==> src/rtl/count_enable_pkg.sv <==
// Shared types and default sizes for the count-enable strobe generator.
package count_enable_pkg;

  localparam int unsigned DefaultWidth = 8;
  localparam int unsigned DefaultDivW  = 8;

  typedef enum logic [1:0] {
    StIdle,
    StRun,
    StDone
  } state_e;

endpackage

==> src/rtl/enable_prescaler.sv <==
// Divide-by-(div+1) counter; tick marks the cycle in which the count reaches div.
module enable_prescaler #(
  parameter int unsigned DIV_W = 8
) (
  input  logic             clk,
  input  logic             reset,
  input  logic             clear,
  input  logic             run,
  input  logic [DIV_W-1:0] div,
  output logic             tick
);

  logic [DIV_W-1:0] count_q, count_d;

  assign tick = run && !clear && (count_q == div);

  always_comb begin
    count_d = count_q;
    if (clear) begin
      count_d = '0;
    end else if (run) begin
      count_d = tick ? '0 : count_q + 1'b1;
    end
  end

  always_ff @(posedge clk or negedge reset) begin
    if (!reset) begin
      count_q <= '0;
    end else begin
      count_q <= count_d;
    end
  end

endmodule

==> src/rtl/count_enable_gen.sv <==
// Strobe sequencer: issues burst_len (or unlimited) enable pulses every div+1 cycles
// for a downstream up-counter sharing clk.
module count_enable_gen
  import count_enable_pkg::*;
#(
  parameter int unsigned WIDTH = DefaultWidth,
  parameter int unsigned DIV_W = DefaultDivW
) (
  input  logic             clk,
  input  logic             reset,
  input  logic             start,
  input  logic             stop,
  input  logic [DIV_W-1:0] div,
  input  logic [WIDTH-1:0] burst_len,
  output logic             enable,
  output logic             busy,
  output logic             done,
  output logic [WIDTH-1:0] issued
);

  state_e           state_q;
  logic [DIV_W-1:0] div_q;
  logic [WIDTH-1:0] len_q;
  logic [WIDTH-1:0] issued_q;
  logic [WIDTH-1:0] issued_inc;
  logic             enable_q;
  logic             busy_q;
  logic             done_q;
  logic             accept;
  logic             run;
  logic             tick;
  logic             last;

  assign accept     = (state_q == StIdle) && start && !stop;
  assign run        = (state_q == StRun);
  assign issued_inc = issued_q + 1'b1;
  // len_q of zero selects continuous mode, so the burst never terminates on count.
  assign last       = (len_q != '0) && (issued_inc == len_q);

  enable_prescaler #(
    .DIV_W(DIV_W)
  ) u_prescaler (
    .clk  (clk),
    .reset(reset),
    .clear(accept),
    .run  (run),
    .div  (div_q),
    .tick (tick)
  );

  always_ff @(posedge clk or negedge reset) begin
    if (!reset) begin
      state_q  <= StIdle;
      div_q    <= '0;
      len_q    <= '0;
      issued_q <= '0;
      enable_q <= 1'b0;
      busy_q   <= 1'b0;
      done_q   <= 1'b0;
    end else begin
      enable_q <= 1'b0;
      done_q   <= 1'b0;
      unique case (state_q)
        StIdle: begin
          if (accept) begin
            state_q  <= StRun;
            div_q    <= div;
            len_q    <= burst_len;
            issued_q <= '0;
            busy_q   <= 1'b1;
          end
        end
        StRun: begin
          // stop outranks a coincident strobe.
          if (stop) begin
            state_q <= StIdle;
            busy_q  <= 1'b0;
          end else if (tick) begin
            enable_q <= 1'b1;
            issued_q <= issued_inc;
            if (last) begin
              state_q <= StDone;
              busy_q  <= 1'b0;
            end
          end
        end
        StDone: begin
          state_q <= StIdle;
          done_q  <= 1'b1;
        end
        default: begin
          state_q <= StIdle;
          busy_q  <= 1'b0;
        end
      endcase
    end
  end

  assign enable = enable_q;
  assign busy   = busy_q;
  assign done   = done_q;
  assign issued = issued_q;

endmodule

==> config.mk <==
export PLATFORM = sky130hd
export DESIGN_NAME = count_enable_gen
export DESIGN_NICKNAME = d
export VERILOG_FILES = /design/src/rtl/count_enable_pkg.sv /design/src/rtl/enable_prescaler.sv /design/src/rtl/count_enable_gen.sv
export SDC_FILE = /design/constraint.sdc
export NUM_CORES = 1
export LEC_CHECK = 0
export CORE_ASPECT_RATIO = 1.1
export CORE_UTILIZATION = 43
export CTS_CLUSTER_SIZE = 10
export DETAILED_ROUTE_END_ITERATION = 12
export DONT_BUFFER_PORTS = 1
export SKIP_LAST_GASP = 1
export SYNTH_ARGS = -nofsm -noshare
export SYNTH_HDL_FRONTEND = slang
export SYNTH_SLANG_ARGS = --single-unit
export TNS_END_PERCENT = 5
==> constraint.sdc <==
create_clock -name clk -period 4.5 [get_ports clk]
set_input_delay 0.9 -clock clk [delete_from_list [all_inputs] [get_ports clk]]
set_output_delay 0.9 -clock clk [all_outputs]
set_load 0.02 [all_outputs]
-- Yosys cells after proc, flatten, opt, wreduce, memory -nomap -nowiden
Index checks and enable logic that the tools add are counted.
- register bits after elaboration: 37
- input bits: 20
- output and inout port bits: 11
- word-level logic and storage cells: 56
- $add $sub $neg: 2
- equality and inequality tests: 9
- multiplexer cells: 21
- bitwise logic cells: 1
- reductions and logical operators: 15
- operators by type and width (operator ; count):
    $mux 8 ; 6
    $add 8x1->8 const B ; 2
    $eq 8x8->1 ; 2
    $pmux 8 s2 ; 1
    $mux 1 ; 8
    $mux 2 ; 4
    $reduce_and 4->1 ; 2
    $reduce_bool 8->1 ; 1
    $ne 3x3->1 const B ; 2
    $logic_and 1x1->1 ; 5
    $ne 2x2->1 const B ; 2
    $pmux 2 s2 ; 1
    $reduce_bool 2->1 ; 2
    $pmux 1 s3 ; 1
    $reduce_and 3->1 ; 1
    $eq 2x1->1 const B ; 1
    $eq 2x2->1 const B ; 1
    $logic_not 1->1 ; 2
    $logic_not 2->1 ; 1
    $ne 2x1->1 const B ; 1
    $reduce_and 2->1 ; 1
    $not 1->1 ; 1

-- Longest topological paths before layout
Gate-level depths: netlist of run 1.
- depth after elaboration: 9
- mapped depth: 8
- depth with buffers taken out: 7

-- Hierarchy
Synthesis of run 1 repeated with hierarchy kept, for this count alone.
- cell total of the unflattened synthesis: 180
- area, all modules: 1953.1 µm²
- by module, submodules not included (module ; times used ; cells each ; area each (µm²) ; seq. area each (µm²)):
    count_enable_gen ; 1 ; 123 ; 1390.1 ; 725.7
    enable_prescaler ; 1 ; 57 ; 563.0 ; 200.2

-- Least setup slack after synthesis of run 1
OpenSTA, ideal clock, no wires.
- kind: register -> register
- from: reg issued_q[0] (netlist: issued[0])
- to: reg state_q[1]
- library setup time: 80 ps
- arrival: 2004 ps
- data required time: 4420 ps
- path slack: 2416 ps
- cell stages (with the launch flop): 8
- buffers on the path: 0
- period minus slack after synthesis: 2084 ps
- path through: dfrtp_1 ha_1 and3_4 nand3_2 xor2_1 a221o_1 nor4_2 nor3b_2
- cells in the longest elaborated chain, start to end: 5
- ends and longest elaborated chain (item ; RTL line ; source):
    start: declaration ; count_enable_gen.sv:24 ; logic [WIDTH-1:0] issued_q;
    start signal: assignment ; count_enable_gen.sv:80 ; issued_q <= issued_inc;
    $add 8x1->8 ; count_enable_gen.sv:36 ; assign issued_inc = issued_q + 1'b1;
    $eq 8x8->1 ; count_enable_gen.sv:38 ; assign last = (len_q != '0) && (issued_inc == len_q);
    $logic_and 1x1->1 ; count_enable_gen.sv:38 ;
    $ne 3x3->1 (no source line) ; -- ;
    $reduce_and 3->1 (no source line) ; -- ;
    end signal: assignment ; count_enable_gen.sv:53 ; state_q <= StIdle;
    end signal: assignment ; count_enable_gen.sv:66 ; state_q <= StRun;
    end signal: assignment ; count_enable_gen.sv:76 ; state_q <= StIdle;
    end: declaration ; count_enable_gen.sv:21 ; state_e state_q;
No other way between the ends.
A chain may end at the register's enable or synchronous reset.

-- Worst setup path after layout of run 1
Ends and elaborated chain as after synthesis.

==> results.md, run 1 <==
* Peak supply drop at 0.210 mV
* Clock sinks at 37
* CTS Hold Bufs at 0
* Clk network pwr share at 0.285
* Root buffer cell: clkbuf_8
* Top Ports at 31
* Combinational power share at 0.172
* Worst R2R Setup Slack at 2.19 ns
* Dpl cells at 264
* Setup TNS Final at 0 ns
* Worst EP arrival at 2.53 ns
* Reg clk slew, reported paths at 0.07 ns
* FMAX at 432 MHz
* Fin crit period at 2.31 ns
* Final WL at 4030 um
* Most common cell after layout, fill and taps aside: nand2_1
* Resized Gates After CTS at 0
* Syn Inst Count at 219
* Vias per inst at 5.48
* Worst reg2reg startpoint: issued[0]
* Worst-Margin Slew at 0.678 ns
* Area growth syn-to-layout at 4.87%
* Max Slew Vio Count at 0
* Cell variety after synth at 42
* Status: completed
* Detailed Route Iter0 Violations at 79
* CTS buffer count at 5
* Area of the die at 4870 um2
* Syn nets at 241
* CTS tree: built
* HPWL after DPL at 2910 um
* Post-synth ARST share at 1.00
* Die width at 66.7 um
* Int Pwr at 0.544 mW
* Max transition margin at 0.548
* Kind of critical path: register to register
* Reg2reg end: state_q[1]
* Final setup vio count at 0
* Lkg Pwr at 0.983 nW
* Synthesized area per cell at 9.03 um2
* Power Total at 0.784 mW
* Worst Path Max Fanout at 7
* First-pass GRT wire length at 6850 um
* Residual DRC at 0
* Switching power at 0.240 mW
* Drt first pass iters at 4
* Final hold violation count at 0
* Seq pwr share at 0.543
* Nets@finish at 239
* Post-synthesis sequential area ratio at 0.468
* Cell Count, Final, Fillers Out at 272
* Routed WL per cell at 14.8 um
* Clock Skew at 0.00275 ns
* Tcrit/Tclk final at 0.514
* Port bufs at 0
* CP startpoint kind: register
* Antenna violations before repair at 0
* Switching share of power at 0.306
* Largest net degree at the start of global routing at 38
* Cell Area, Placed at 1990 um2
* Layout cell share with drive strength beyond 1 at 0.0688
* CTS max path bufs at 2
* Reg2Reg Depth at 7
* DIE HEIGHT at 73.1 um
* Critical-path top delay cell: dfrtp_1
* Fin Hold WS at 0.301 ns
* Worst hold path type: input pin to async pin
* Clk_lat worst skew at 0.29 ns
* Max H-tree Level at 2
* Most frequent cells in the layout: 59 x nand2_1, 37 x dfrtp_1, 18 x xor2_1, 13 x nor2_1, 12 x o21ai_0
* Max-cap viol count at 0
* FF+latch count, synth at 37
* Primary FF master, synth: dfrtp_1
* Crit. End Element: register
* Vias after detailed routing at 1491
* CP max stage delay at 0.55 ns
* Post-route ant nets at 0
* Warnings, synthesis at 0
* Post-Syn Area at 1980 um2
* Initial Util at 0.455
* Worst Path Required at 4.71 ns
* GR Overflow Total at 0
* Post-synth EDFFs at 0
* Pwr dens at 378 nW/um2
* Core outline area at 4350 um2
* Worst path cell trace: ha_1 > nand3_2 > a32o_2 > a2111oi_4 > o221ai_1 > nor4_2 > nor3b_2
* Final Cell Area at 2070 um2
* Diodes inserted at 0
* Vias in the first global route at 1452
* Setup Fix Bufs, Post-CTS at 0
* Rows at 25
* Global Route Usage Sum at 0.190
* RSZ-0062 raised after global routing: false
* GP Congestion at 0.826
-- area by class of cell --
class / instances / area, um2
Sequential cell: 37 / 926
Clock buffer: 8 / 80.1
Timing Repair Buffer: 1 / 7.51
Tap cell: 54 / 67.6
Inverter: 7 / 26.3
Fill cell: 441 / 2270
Multi-Input combinational cell: 165 / 966
-- power groups by stage --
stage                     Combinational (mW)  Sequential, mW  Clock (mW)
final                                  0.135           0.426       0.224
after global routing                   0.154           0.433       0.242
after CTS                              0.136           0.427       0.228
after detailed placement               0.135           0.433           0
after global placement                 0.133           0.432           0
after floorplan                        0.113           0.418           0
-- sequential cells by signal, indices dropped and copies added, names as in the netlist --
register / cells
div_q: 8
issued: 8
len_q: 8
u_prescaler.count_q: 8
state_q: 2
busy: 1
done: 1
enable: 1
-- cells by family (layout without fill, tap and decap cells) --
logic type / after synthesis / count (layout) / share of synthesized area
adder cells (fa/ha/maj): 2 / 2 / 0.0127
XOR/XNOR: 21 / 21 / 0.0930
buffers and inverters: 17 / 16 / 0.0430
AO/OA/AOI/OAI: 36 / 36 / 0.126
flip-flops: 37 / 37 / 0.468
multiplexers: 1 / 1 / 0.00506
AND/OR/NAND/NOR: 105 / 105 / 0.252
-- routing by layer --
layer  vias up  global-route usage  share of wire
met5         -                   0              0
met4         0              0.0709          0.014
met1       719               0.243           0.47
met3         6              0.0547          0.034
li1        737                   -              -
met2        29               0.303           0.48
-- cell usage after synthesis (4+ instances only) --
cell / n / area [um2]
a21oi_1: 8 / 40.0
o31ai_1: 5 / 37.5
dfrtp_1: 37 / 926
xor2_1: 18 / 158
inv_1: 7 / 26.3
nand2_1: 59 / 221
nand4_1: 4 / 25.0
nand3_1: 6 / 30.0
clkbuf_1: 4 / 15.0
o21ai_0: 12 / 60.1
nor2_1: 13 / 48.8
-- worst max-delay path, delay by kind of cell (launching register included) --
kind | cells | cell delay [ns]
simple gates | 3 | 0.71
compound gates | 3 | 0.67
flops | 1 | 0.55
fa+ha+maj | 1 | 0.31
-- worst max path at each step --
stage          slack [ns]  cells after the start                endpoint  startpoint
6_report             2.19                      7              state_q[1]   issued[0]
5_1_grt              2.00                      7              state_q[1]   issued[0]
4_1_cts              2.19                      7              state_q[1]   issued[0]
3_5_place_dp         2.21                      7              state_q[1]   issued[0]
3_3_place_gp         2.25                      4  u_prescaler.count_q[7]        stop
2_1_floorplan        2.42                      7              state_q[1]   issued[0]
-- through the flow --
step / util / setup slack [ns]
after floorplan: - / 2.42
after global placement: 0.458 / 2.25
after detailed placement: 0.458 / 2.21
after CTS: 0.477 / 2.19
after global routing: 0.477 / 2.00
final: 0.477 / 2.19
Note: power is estimated with default switching activity, not from simulation.
==> run 2: changes to the inputs <==
- clock period: 4.5 -> 1.9 ns (I/O delays scaled with it)
==> results.md, run 2 (same netlist as run 1, synthesis figures left out) <==
* CTS max path bufs at 2 (unchanged)
* Clock Skew at 0.0120 ns (+0.00926 ns)
* Worst-Margin Slew at 0.485 ns (-0.193 ns)
* CP max stage delay at 0.43 ns (-0.12 ns)
* Tcrit/Tclk final at 1.02 (+0.510)
* Top Ports at 31 (unchanged)
* Hold depth at 1
* Clk_lat worst skew at 0.29 ns (about the same)
* Reg clk slew, reported paths at 0.08 ns (about the same)
* Global Route Usage Sum at 0.208 (+0.0176)
* Port bufs at 0 (unchanged)
* Crit path to: state_q[1]
* Final hold violation count at 0 (unchanged)
* Most common cell after layout, fill and taps aside: nand2_1
* CP startpoint kind: register
* Routed WL per cell at 14.8 um (+0.14%)
* Failing checks: setup timing
* First-pass GRT wire length at 7410 um (+8.2%)
* Layout cell share with drive strength beyond 1 at 0.200 (+0.131)
* Cell Area, Placed at 2200 um2 (+10%)
* Diodes inserted at 0 (unchanged)
* Post-route ant nets at 0 (unchanged)
* Final Cell Area at 2370 um2 (+14%)
* RSZ-0062 raised after global routing: true
* Residual DRC at 0 (unchanged)
* Worst Path Required at 2.11 ns (-2.60 ns)
* Vias per inst at 5.28 (-3.6%)
* CTS buffer count at 5 (unchanged)
* GP Congestion at 0.832 (+0.71%)
* Max transition margin at 0.677 (+0.129)
* CTS tree: built
* FMAX at 514 MHz (+19%)
* Area of the die at 4870 um2 (unchanged)
* Core outline area at 4350 um2 (unchanged)
* Reg2Reg Depth at 7 (unchanged)
* Largest net degree at the start of global routing at 38 (unchanged)
* Root buffer cell: clkbuf_8
* WP depth at 7 (unchanged)
* Nets@finish at 266 (+11%)
* Worst reg2reg startpoint: issued[0]
* Worst hold path type: input pin to register
* Clock sinks at 37 (unchanged)
* Max Slew Vio Count at 0 (unchanged)
* Antenna violations before repair at 0 (unchanged)
* Rows at 25 (unchanged)
* Critical-path top delay cell: dfrtp_2
* Area growth syn-to-layout at 19.8%
* Pwr dens at 904 nW/um2 (+140%)
* Crit. End Element: register
* HPWL after DPL at 3310 um (+14%)
* Status: complete, but fails checks
* Drt first pass iters at 4 (unchanged)
* Max-cap viol count at 0 (unchanged)
* Final WL at 4430 um (+10%)
* Worst setup slack after layout at -0.0467 ns (-2.23 ns)
* Worst R2R Setup Slack at -0.05 ns (-2.23 ns)
* GR Overflow Total at 0 (unchanged)
* Crit-path leading delay family: compound AO/OA/AOI/OAI gates
* Lkg Pwr at 1.14 nW (+16%)
* Fin crit period at 1.95 ns (-0.367 ns)
* Vias in the first global route at 1567 (+7.9%)
* Kind of critical path: register to register
* Die width at 66.7 um (unchanged)
* Initial Util at 0.455 (unchanged)
* Detailed Route Iter0 Violations at 63 (-20%)
* Reg2reg end: state_q[1]
* Fin Hold WS at 0.147 ns (-0.154 ns)
* Worst path cell trace: ha_4 > nor4_1 > a32o_2 > a2111oi_4 > o221ai_2 > nor4_4 > nor3b_2
* Bufs and invs on worst path at 0 (unchanged)
* DIE HEIGHT at 73.1 um (unchanged)
* Worst Path Max Fanout at 3 (-4)
* Peak supply drop at 0.519 mV (+150%)
* Worst EP arrival at 2.16 ns (-0.37 ns)
* Most frequent cells in the layout: 59 x nand2_1, 35 x dfrtp_1, 26 x buf_4, 18 x xor2_1, 13 x nor2_1
* Vias after detailed routing at 1580 (+6.0%)
* Setup Fix Bufs, Post-CTS at 0 (unchanged)
* Critical Path Source: issued[0]
* Max H-tree Level at 2 (unchanged)
* Final setup vio count at 1 (+1)
## run 2: cell count changes in the layout (fill, tap and decap cells not counted), moves of 2 or more
| cell | change |
|---|---|
| dfrtp_2 | +2 |
| dfrtp_1 | -2 |
| buf_4 | +25 |
| clkbuf_1 | -2 |
## run 2: layer usage
| metal | GRT usage | up-vias | routed length [um] |
|---|---|---|---|
| met5 | 0 | - | 0 |
| met4 | 0.0757 | 0 | 82 |
| met3 | 0.0609 | 9 | 183 |
| met2 | 0.343 | 30 | 2190 |
| met1 | 0.255 | 751 | 1980 |
| li1 | - | 790 | - |
## run 2: worst min path at each step
stage	from	to	slack [ns]
after global placement	reset	done	0.09
after detailed placement	reset	done	0.09
after global routing	stop	state_q[1]	0.13
final	stop	state_q[1]	0.15
after floorplan	reset	busy	0.08
after CTS	stop	state_q[1]	0.14
## run 2: per-stage QoR
stage	cells	setup slack [ns]	power (mW)	utilization	setup TNS [ns]
2_1_floorplan	219	-0.0266	1.26	-	-0.0266
3_3_place_gp	289	-0.0631	1.40	0.505	-0.0679
3_5_place_dp	289	-0.123	1.41	0.505	-0.248
4_1_cts	299	-0.109	2.15	0.542	-0.188
5_1_grt	299	-0.181	2.26	0.545	-0.846
6_report	299	-0.0467	2.14	0.545	-0.0467
## run 2: power breakdown
group	total, mW	switching (mW)	internal (mW)	leakage, nW
sequential	0.988	0.102	0.887	0.481
combinational	0.448	0.246	0.203	0.599
clock	0.704	0.276	0.428	0.0585
## run 2: worst reg2reg max path, stage by stage, from the launching register on
cell and delay (ns):
dfrtp_2 0.43, ha_4 0.29, nor4_1 0.05, a32o_2 0.24, a2111oi_4 0.22, o221ai_2 0.18
nor4_4 0.27, nor3b_2 0.19
## run 2: final cells by class
class	instances	area, um2
Timing Repair Buffer	28	225
Inverter	7	26.3
Tap cell	54	67.6
Sequential cell	37	928
Multi-Input combinational cell	165	1000
Fill cell	394	1980
Clock buffer	7	86.3
Clock inverter	1	30.0
## run 2: repair_timing
item	4_1_cts	5_1_grt
resized for setup	2	2
pin swaps	1	1
gates cloned	0	0
hold buffers	2	0
endpoints found under the setup margin	3	14
endpoints found under the hold margin	37	0
==> run 3: changes to the inputs <==
- clock period: 1.9 -> 2.5 ns (I/O delays scaled with it)
==> results.md, run 3 (same netlist as run 1, synthesis figures left out) <==
* Peak supply drop at 0.303 mV (-42%)
* GP Congestion at 0.810 (-2.7%)
* Total area of sequential cells at 926 um2 (-0.27%)
* Area of the die at 4870 um2 (unchanged)
* Core outline area at 4350 um2 (unchanged)
* Worst-Margin Slew at 0.692 ns (+0.207 ns)
* Clock sinks at 37 (unchanged)
* Max-cap viol count at 0 (unchanged)
* CTS buffer count at 5 (unchanged)
* Vias in the first global route at 1519 (-3.1%)
* RSZ-0062 raised after global routing: false
* Clock Skew at 0.00688 ns (-0.00513 ns)
* CP startpoint kind: register
* Worst setup slack after layout at 0.377 ns (+0.423 ns)
* Status: completed
* Cell Count, Final, Fillers Out at 278 (-7.0%)
* Most frequent cells in the layout: 59 x nand2_1, 37 x dfrtp_1, 18 x xor2_1, 13 x nor2_1, 12 x o21ai_0
* Reg clk slew, reported paths at 0.07 ns (about the same)
* Multi-input gate area at 966 um2 (-3.9%)
* Vias after detailed routing at 1494 (-5.4%)
* Area growth syn-to-layout at 7.91%
* Final Cell Area at 2130 um2 (-9.9%)
* Fill cells at 429 (+8.9%)
* Die width at 66.7 um (unchanged)
* Antenna violations before repair at 0 (unchanged)
* Layout cell share with drive strength beyond 1 at 0.103 (-0.0973)
* Max Slew Vio Count at 0 (unchanged)
* Pwr dens at 667 nW/um2 (-26%)
* Cell Area, Placed at 2030 um2 (-7.5%)
* FMAX at 471 MHz (-8.3%)
* Nets@finish at 245 (-7.9%)
* Drt first pass iters at 4 (unchanged)
* Detailed Route Iter0 Violations at 57 (-9.5%)
* Crit. End Element: register
* Reg2Reg Depth at 6 (-1)
* Top Ports at 31 (unchanged)
* CTS tree: built
* Port bufs at 0 (unchanged)
* Kind of critical path: register to register
* DIE HEIGHT at 73.1 um (unchanged)
* Worst EP arrival at 2.33 ns (+0.17 ns)
* Post-route ant nets at 0 (unchanged)
* CTS max path bufs at 2 (unchanged)
* Clk_lat worst skew at 0.28 ns (about the same)
* Rows at 25 (unchanged)
* Final setup vio count at 0 (-1)
* Max transition margin at 0.539 (-0.138)
* Final hold violation count at 0 (unchanged)
* Worst Path Max Fanout at 10 (+7)
* Routed WL per cell at 15.2 um (+2.5%)
* Worst hold path type: input pin to async pin
* GR Overflow Total at 0 (unchanged)
* Lkg Pwr at 1.02 nW (-10%)
* Tcrit/Tclk final at 0.849 (-0.175)
* Diodes inserted at 0 (unchanged)
* Most common cell after layout, fill and taps aside: nand2_1
* Final WL at 4230 um (-4.7%)
* HPWL after DPL at 3070 um (-7.4%)
* Dpl cells at 269 (-6.9%)
* Place WS at 0.387 ns (+0.511 ns)
* First-pass GRT wire length at 7070 um (-4.6%)
* Global Route Usage Sum at 0.196 (-0.0117)
* Max H-tree Level at 2 (unchanged)
* Vias per inst at 5.37 (+1.7%)
* Initial Util at 0.455 (unchanged)
* Fin crit period at 2.12 ns (+0.177 ns)
* Residual DRC at 0 (unchanged)
* Root buffer cell: clkbuf_8
* Setup TNS Final at 0 ns (+0.0467 ns)
* Largest net degree at the start of global routing at 38 (unchanged)
* Worst Path Required at 2.71 ns (+0.60 ns)
==> run 3: cell count changes in the layout (fill, tap and decap cells not counted), sizes merged <==
cell / change
buf: -20
clkbuf: -1
dlygate4sd3: -1
clkinv: +2
bufinv: -1
==> run 3: power by group <==
part / switching (mW) / total [mW] / leakage, nW / internal, mW
combinational: 0.152 / 0.266 / 0.495 / 0.114
clock: 0.200 / 0.393 / 0.0450 / 0.193
sequential: 0.0903 / 0.764 / 0.484 / 0.674
==> run 3: layout make-up <==
cell class	count	share of cell area
inverter	7	0.0123
clock buffer	6	0.0340
sequential	37	0.434
clock inverter	2	0.00469
multi-input combinational	165	0.453
timing repair buffer	7	0.0305
tap	54	0.0317
==> run 3: critical path, cell delays in order, from the launching register on <==
cell and delay (ns):
dfrtp_1 0.64, and3_4 0.31, nand3_2 0.11, xor2_1 0.17, a221o_1 0.31, nor4_2 0.31, nor3b_2 0.21
==> run 3: routing by layer <==
| metal | vias up | share of wire | GRT usage |
|---|---|---|---|
| met5 | - | 0 | 0 |
| met4 | 0 | 0.013 | 0.0638 |
| met3 | 5 | 0.039 | 0.0531 |
| met2 | 25 | 0.49 | 0.321 |
| met1 | 716 | 0.46 | 0.249 |
| li1 | 748 | - | - |
==> run 3: what timing repair did <==
item | CTS | global route
setup buffers | 0 | 0
hold buffers | 1 | 0
resized for setup | 0 | 0
endpoints found under the hold margin | 37 | 0
==> run 3: final timing paths <==
path,startpoint,end,slack (ns)
worst min register to register,div_q[1],div_q[1],0.51
worst max register to register,issued[3],state_q[1],0.38
max in group asynchronous,reset,div_q[6],2.26
worst max-delay path,issued[3],state_q[1],0.38
min in group clk,stop,state_q[1],0.27
worst min-delay path,reset,issued[2],0.04
==> run 3: through the flow <==
stage | hold WS [ns] | util | power (mW)
after floorplan | 0.204 | - | 0.957
after global placement | 0.205 | 0.467 | 1.02
after detailed placement | 0.205 | 0.467 | 1.03
after CTS | 0.0452 | 0.491 | 1.44
after global routing | 0.0439 | 0.491 | 1.52
final | 0.0437 | 0.491 | 1.42
